[config.mk]
export PLATFORM = sky130hd
export DESIGN_NAME = dcc_ce_seq
export DESIGN_NICKNAME = d
export VERILOG_FILES = /design/src/rtl/dcc_ce_seq_pkg.sv /design/src/rtl/dcc_ce_seq_hold_timer.sv /design/src/rtl/dcc_ce_seq.sv
export SDC_FILE = /design/constraint.sdc
export NUM_CORES = 1
export LEC_CHECK = 0
export ABC_AREA = 1
export CORE_UTILIZATION = 60
export DETAILED_ROUTE_END_ITERATION = 10
export PLACE_DENSITY = 0.86
export SLEW_MARGIN = 20
export SYNTH_ARGS = -nofsm -noshare
export SYNTH_HDL_FRONTEND = slang
export SYNTH_SLANG_ARGS = --single-unit
[constraint.sdc]
create_clock -name clk -period 2.9 [get_ports clk]
set_input_delay 0.435 -clock clk [delete_from_list [all_inputs] [get_ports clk]]
set_output_delay 0.435 -clock clk [all_outputs]
set_load 0.05 [all_outputs]
[src/rtl/dcc_ce_seq_pkg.sv]
// dcc_ce_seq_pkg: shared state encoding and counter width for the DCC CE sequencer.
package dcc_ce_seq_pkg;
  localparam int CNT_W = 8;
  typedef enum logic [1:0] {S_OFF, S_TURN_ON, S_ON, S_TURN_OFF} state_t;
endpackage

[src/rtl/dcc_ce_seq_hold_timer.sv]
// dcc_hold_timer: loadable down-counter that saturates at zero and flags it.
module dcc_hold_timer
  import dcc_ce_seq_pkg::*;
(
  input  logic             clk,
  input  logic             rst,
  input  logic             i_load,
  input  logic [CNT_W-1:0] i_val,
  output logic [CNT_W-1:0] o_cnt,
  output logic             o_zero
);
  logic [CNT_W-1:0] r_cnt;
  always_ff @(posedge clk)
    r_cnt <= rst ? '0 : i_load ? i_val : (r_cnt == '0) ? r_cnt : r_cnt - CNT_W'(1);
  assign o_cnt  = r_cnt;
  assign o_zero = (r_cnt == '0);
endmodule

[src/rtl/dcc_ce_seq.sv]
// dcc_ce_seq: sequences the DCC clock-enable with settle and minimum-hold timing.
// Define DCC_CE_SEQ_TOGGLE_CNT_EN to add the saturating toggle_cnt output.
module dcc_ce_seq
  import dcc_ce_seq_pkg::*;
#(
  parameter int SETTLE_CYCLES = 4,
  parameter int MIN_HOLD      = 8
) (
  input  logic        clk,
  input  logic        rst,
  input  logic        req_valid,
  input  logic        req_en,
  output logic        req_ready,
  output logic        dcc_ce,
  output logic        done,
  output logic        busy
`ifdef DCC_CE_SEQ_TOGGLE_CNT_EN
  ,
  output logic [15:0] toggle_cnt
`endif
);
  state_t r_state;
  logic r_dcc_ce, r_done;
  logic w_stable, w_busy, w_acc, w_chg, w_settle_end, w_settle_zero, w_hold_zero;
  logic [CNT_W-1:0] w_settle_cnt, w_unused_hold_cnt;
  assign w_stable  = (r_state == S_OFF) || (r_state == S_ON);
  assign w_busy    = !w_stable;
  assign req_ready = w_stable && w_hold_zero;
  assign w_acc     = req_valid && req_ready;
  assign w_chg     = w_acc && (req_en != r_dcc_ce);
  // zero is a fallback so a transition state can never get stuck
  assign w_settle_end = (w_settle_cnt == CNT_W'(1)) || w_settle_zero;
  dcc_hold_timer u_settle (
    .clk(clk), .rst(rst), .i_load(w_chg), .i_val(CNT_W'(SETTLE_CYCLES)),
    .o_cnt(w_settle_cnt), .o_zero(w_settle_zero)
  );
  dcc_hold_timer u_hold (
    .clk(clk), .rst(rst), .i_load(w_chg), .i_val(CNT_W'(MIN_HOLD)),
    .o_cnt(w_unused_hold_cnt), .o_zero(w_hold_zero)
  );
  always_ff @(posedge clk)
    if (rst) begin
      r_state  <= S_OFF;
      r_dcc_ce <= 1'b0;
      r_done   <= 1'b0;
    end else begin
      r_dcc_ce <= w_chg ? req_en : r_dcc_ce;
      r_done   <= (w_acc && !w_chg) || (w_busy && w_settle_end);
      r_state  <= w_chg ? (req_en ? S_TURN_ON : S_TURN_OFF)
                : (w_busy && w_settle_end) ? ((r_state == S_TURN_ON) ? S_ON : S_OFF)
                : r_state;
    end
  assign dcc_ce = r_dcc_ce;
  assign done   = r_done;
  assign busy   = w_busy;
`ifdef DCC_CE_SEQ_TOGGLE_CNT_EN
  logic [15:0] r_toggle_cnt;
  always_ff @(posedge clk)
    r_toggle_cnt <= rst ? '0 : (w_chg && r_toggle_cnt != 16'hFFFF) ? r_toggle_cnt + 16'd1 : r_toggle_cnt;
  assign toggle_cnt = r_toggle_cnt;
`endif
endmodule

# == Yosys cells after proc, flatten, opt, wreduce, memory -nomap -nowiden ==
# Index checks and enable logic that the tools add are counted.
# word_totals
reg_bits,20
input_bits,4
out_inout_bits,4
wordCells,38
# classes
add_sub_neg,2
n_eq_ne,6
n_mux,8
n_reduce_logical,15
# ops
cell,n
$logic_not 8->1,2
$sub 8x1->8 const B,2
$eq 8x1->1 const B,1
$mux 2,4
$mux 4,2
$mux 3,2
$logic_and 1x1->1,5
$ne 2x2->1 const B,2
$logic_or 1x1->1,3
$eq 2x1->1 const B,1
$eq 2x2->1 const B,1
$logic_not 1->1,2
$logic_not 2->1,1
$reduce_bool 2->1,1
$reduce_or 2->1,1
$ne 1x1->1,1

# == Depth between registers and ports, before layout ==
# depth
ltp_word,8
depth_mapped,9
ltp_nobuf,9

# == Cells and area by module ==
# Synthesis repeated with hierarchy kept, for this count alone.
# hier_totals
cells_unflattened,176
area_unflattened_um2,1243.7
# by_module_without_submodules
module,n_inst,cells_each,area_per_inst_um2,seq_area_each_um2
dcc_hold_timer,2,70,511.7,160.2
dcc_ce_seq,1,36,220.2,60.1

# == Worst setup path before layout ==
# No wires, ideal clock.
# synth_path
path_kind,register to output
start,"reg u_hold.r_cnt[0], in the netlist u_hold.o_cnt[0]"
end,out req_ready
arrival_time_ns,1.144
t_required_ns,2.465
setup_slack_ns,1.321
stages_incl_launch_ff,7
n_path_buf,0
path_cell_list,dfxtp_1 -> inv_1 -> ha_1 -> nand2_2 -> nor2_8 -> inv_4 -> nor2_4
# synth_via
elab_chain_len,2
# synth_rtl
item,line,rtl
from (decl),dcc_ce_seq_hold_timer.sv:12,logic [CNT_W-1:0] r_cnt;
from (signal assigned),dcc_ce_seq_hold_timer.sv:14,r_cnt <= rst ? '0 : i_load ? i_val : (r_cnt == '0) ? r_cnt : r_cnt - CNT_W'(1);
$logic_not 8->1,dcc_ce_seq_hold_timer.sv:16,assign o_zero = (r_cnt == '0);
$logic_and 1x1->1,dcc_ce_seq.sv:28,assign req_ready = w_stable && w_hold_zero;
to (decl),dcc_ce_seq.sv:13,"output logic req_ready,"
# No other way between the ends.

# == Worst setup path after layout ==
# layout_path
start,"reg u_hold.r_cnt[1], in the netlist u_hold.o_cnt[1]"
end,out req_ready
# Same word-level chain as after synthesis.

==> results_dict.tcl <==
set metrics [dict create \
    n_fill_cell 112 \
    wirelength_met1_um 819 \
    first_iter_violations 6 \
    synth_top_cell_area_share_pct 36.2 \
    status "finished clean" \
    yosys.area.top_type "dfxtp_1" \
    root_buffer "clkbuf_4" \
    dr_wl_met2_um 838 \
    clock_sinks 19 \
    io_buffers 7 \
    drc 0 \
    dieArea_um2 1920 \
    crit_type "register to primary output" \
    synth.cell_area_um2 1050 \
    cap_violations 0 \
    cts_inserted_buffers 3 \
    worst_path_max_delay_cell "clkdlybuf4s50_1" \
    clock_latency_ps 300 \
    dr.max_layer_used "met4" \
    period_share_pct 89.5 \
    setup_tns_ps 0 \
    mostFrequentLayoutCell "dfxtp_1" \
    fin_nets 142 \
    yosys_warnings 0 \
    path_cells "inv_1 > ha_1 > nand2_2 > nor2_8 > inv_4 > nor2_4 > clkdlybuf4s50_1" \
    crit_fanout 6 \
    avgRoutedWirePerCell_um 11.7 \
    multiInputGateArea_um2 612 \
    worst_slew_pin_slew_ps 495 \
    slew_viol_final 0 \
    wl_met3_um 38 \
    synth_nets 131 \
    antenna_found_initial 0 \
    vias 787 \
    antenna_cells 0 \
    drtAntennaViolNets 0 \
    synth_area_per_cell_um2 8.61 \
    cts_max_path_buffers 2 \
    track_usage_pct 20.8 \
    hold_violations 0 \
    grt_pass1_vias 725 \
    slew_headroom_pct 66.9 \
    grt_max_degree 11 \
    layout-drive-gt1-share_pct 19.7 \
    syn_inst 122 \
    wl_mm 1.73 \
    slowest_delay_ps 800 \
    coreArea_um2 1580 \
    vias_per_cell 5.32 \
    htreeDepth 1 \
    synth.area.top_cells "dfxtp_1, nand2_1, ha_1" \
    path_clk_slew_ps 110 \
    critPathRequiredTime_ps 2470 \
    yosysUniqueCellTypes 28 \
    endpoint_kind "primary output" \
    period_needed_ps 2590 \
    drtPass1Iterations 2 \
    synth_seq_cells 19 \
    regArea_um2 380 \
    ctsResizeCount 0 \
    core.rowCount 14 \
    globalRouteOverflowTotal 0 \
    rsz0062_at_grt "false" \
    hp-class "register to register" \
    crit_path_start_kind "register" \
    clock_skew_ps 2.87 \
    routabilityCongestion 0.802 \
    hold_slack_ps 474 \
    cts_tree "yes" \
    dp_hpwl_mm 1.34 \
    die_y_um 43.9 \
    final_cell_mix "dfxtp_1, nand2_1, nor2_1" \
    die_w_um 43.9 \
    max_freq_mhz 385 \
    yosysSeqAreaShare_pct 36.2 \
    ioPinCount 8 \
    grt_pass1_wl_mm 2.95 \
    synthToLayoutAreaGrowth_pct 10.7 \
    cts_hold_buf 0 \
    setup_violations 0 \
    arrival_ps 2160 \
    initial_core_util_pct 66.7 \
    post_cts_buffers 0 \
    fin_util_pct 73.8 \
]
## layer usage
layer | GRT usage, % | vias up
met1 | 25.3 | 355
met3 | 2.50 | 5
li1 | - | 414
met5 | 0 | -
met2 | 35.8 | 13
met4 | 10.9 | 0
## final cells by class
| class | count | area share [%] |
|---|---|---|
| Multi-Input combinational cell | 90 | 52.6 |
| Sequential cell | 19 | 32.7 |
| Timing Repair Buffer | 7 | 6.02 |
| Inverter | 12 | 4.73 |
| Clock buffer | 4 | 2.26 |
| Tap cell | 16 | 1.72 |
## worst paths after layout
path	cells past startpoint	from	slack, ps	endpoint
max	7	u_hold.o_cnt[1]	310	req_ready
min	2	u_hold.o_cnt[0]	470	u_hold.o_cnt[0]
max reg2reg	9	u_hold.o_cnt[1]	1450	u_hold.o_cnt[7]
min reg2reg	2	u_hold.o_cnt[0]	470	u_hold.o_cnt[0]
## cells by family after synthesis
| logic type | after synthesis | synth area share [%] |
|---|---|---|
| xor+xnor | 9 | 7.50 |
| flops | 19 | 36.2 |
| simple gates | 63 | 37.9 |
| compound gates | 13 | 6.91 |
| fa+ha+maj | 5 | 5.95 |
| buf+inv | 13 | 5.60 |
## through the flow
stage,instance area [um^2],instances,setup WS [ps]
2_1_floorplan,1050,122,1320
4_1_cts,1160,148,304
5_1_grt,1160,148,216
6_report,1160,148,305
3_3_place_gp,1140,144,688
3_5_place_dp,1140,144,659
## critical path: cells and delay by family, from the launching register on
family / cells / cell delay (ps)
simple gates: 3 / 360
buf+inv: 3 / 980
fa+ha+maj: 1 / 170
flops: 1 / 340
## sequential cells by signal (all words and copies together) (netlist names)
| register | count |
|---|---|
| u_hold.o_cnt | 8 |
| u_settle.o_cnt | 8 |
| dcc_ce | 1 |
| done | 1 |
| r_state | 1 |
## cells in the mapped netlist
cell type / n
inv_8: 1
xnor2_1: 4
a31oi_1: 1
nand3_1: 4
nand2_2: 2
nor2_2: 7
xor2_1: 5
nand2_1: 18
nand4_1: 2
inv_1: 10
nand2_4: 1
or2_2: 2
dfxtp_1: 19
nand2_8: 3
ha_1: 5
o31ai_1: 1
nor3_1: 1
a21oi_1: 7
or2_1: 1
o22ai_1: 1
nor2_4: 4
a21boi_0: 1
nand4_4: 1
o21ai_0: 2
nor2_1: 16
clkbuf_1: 1
inv_4: 1
nor2_8: 1
Power is not shown: default switching activity piles up to over one toggle a cycle in this logic, so the estimate is an artifact.
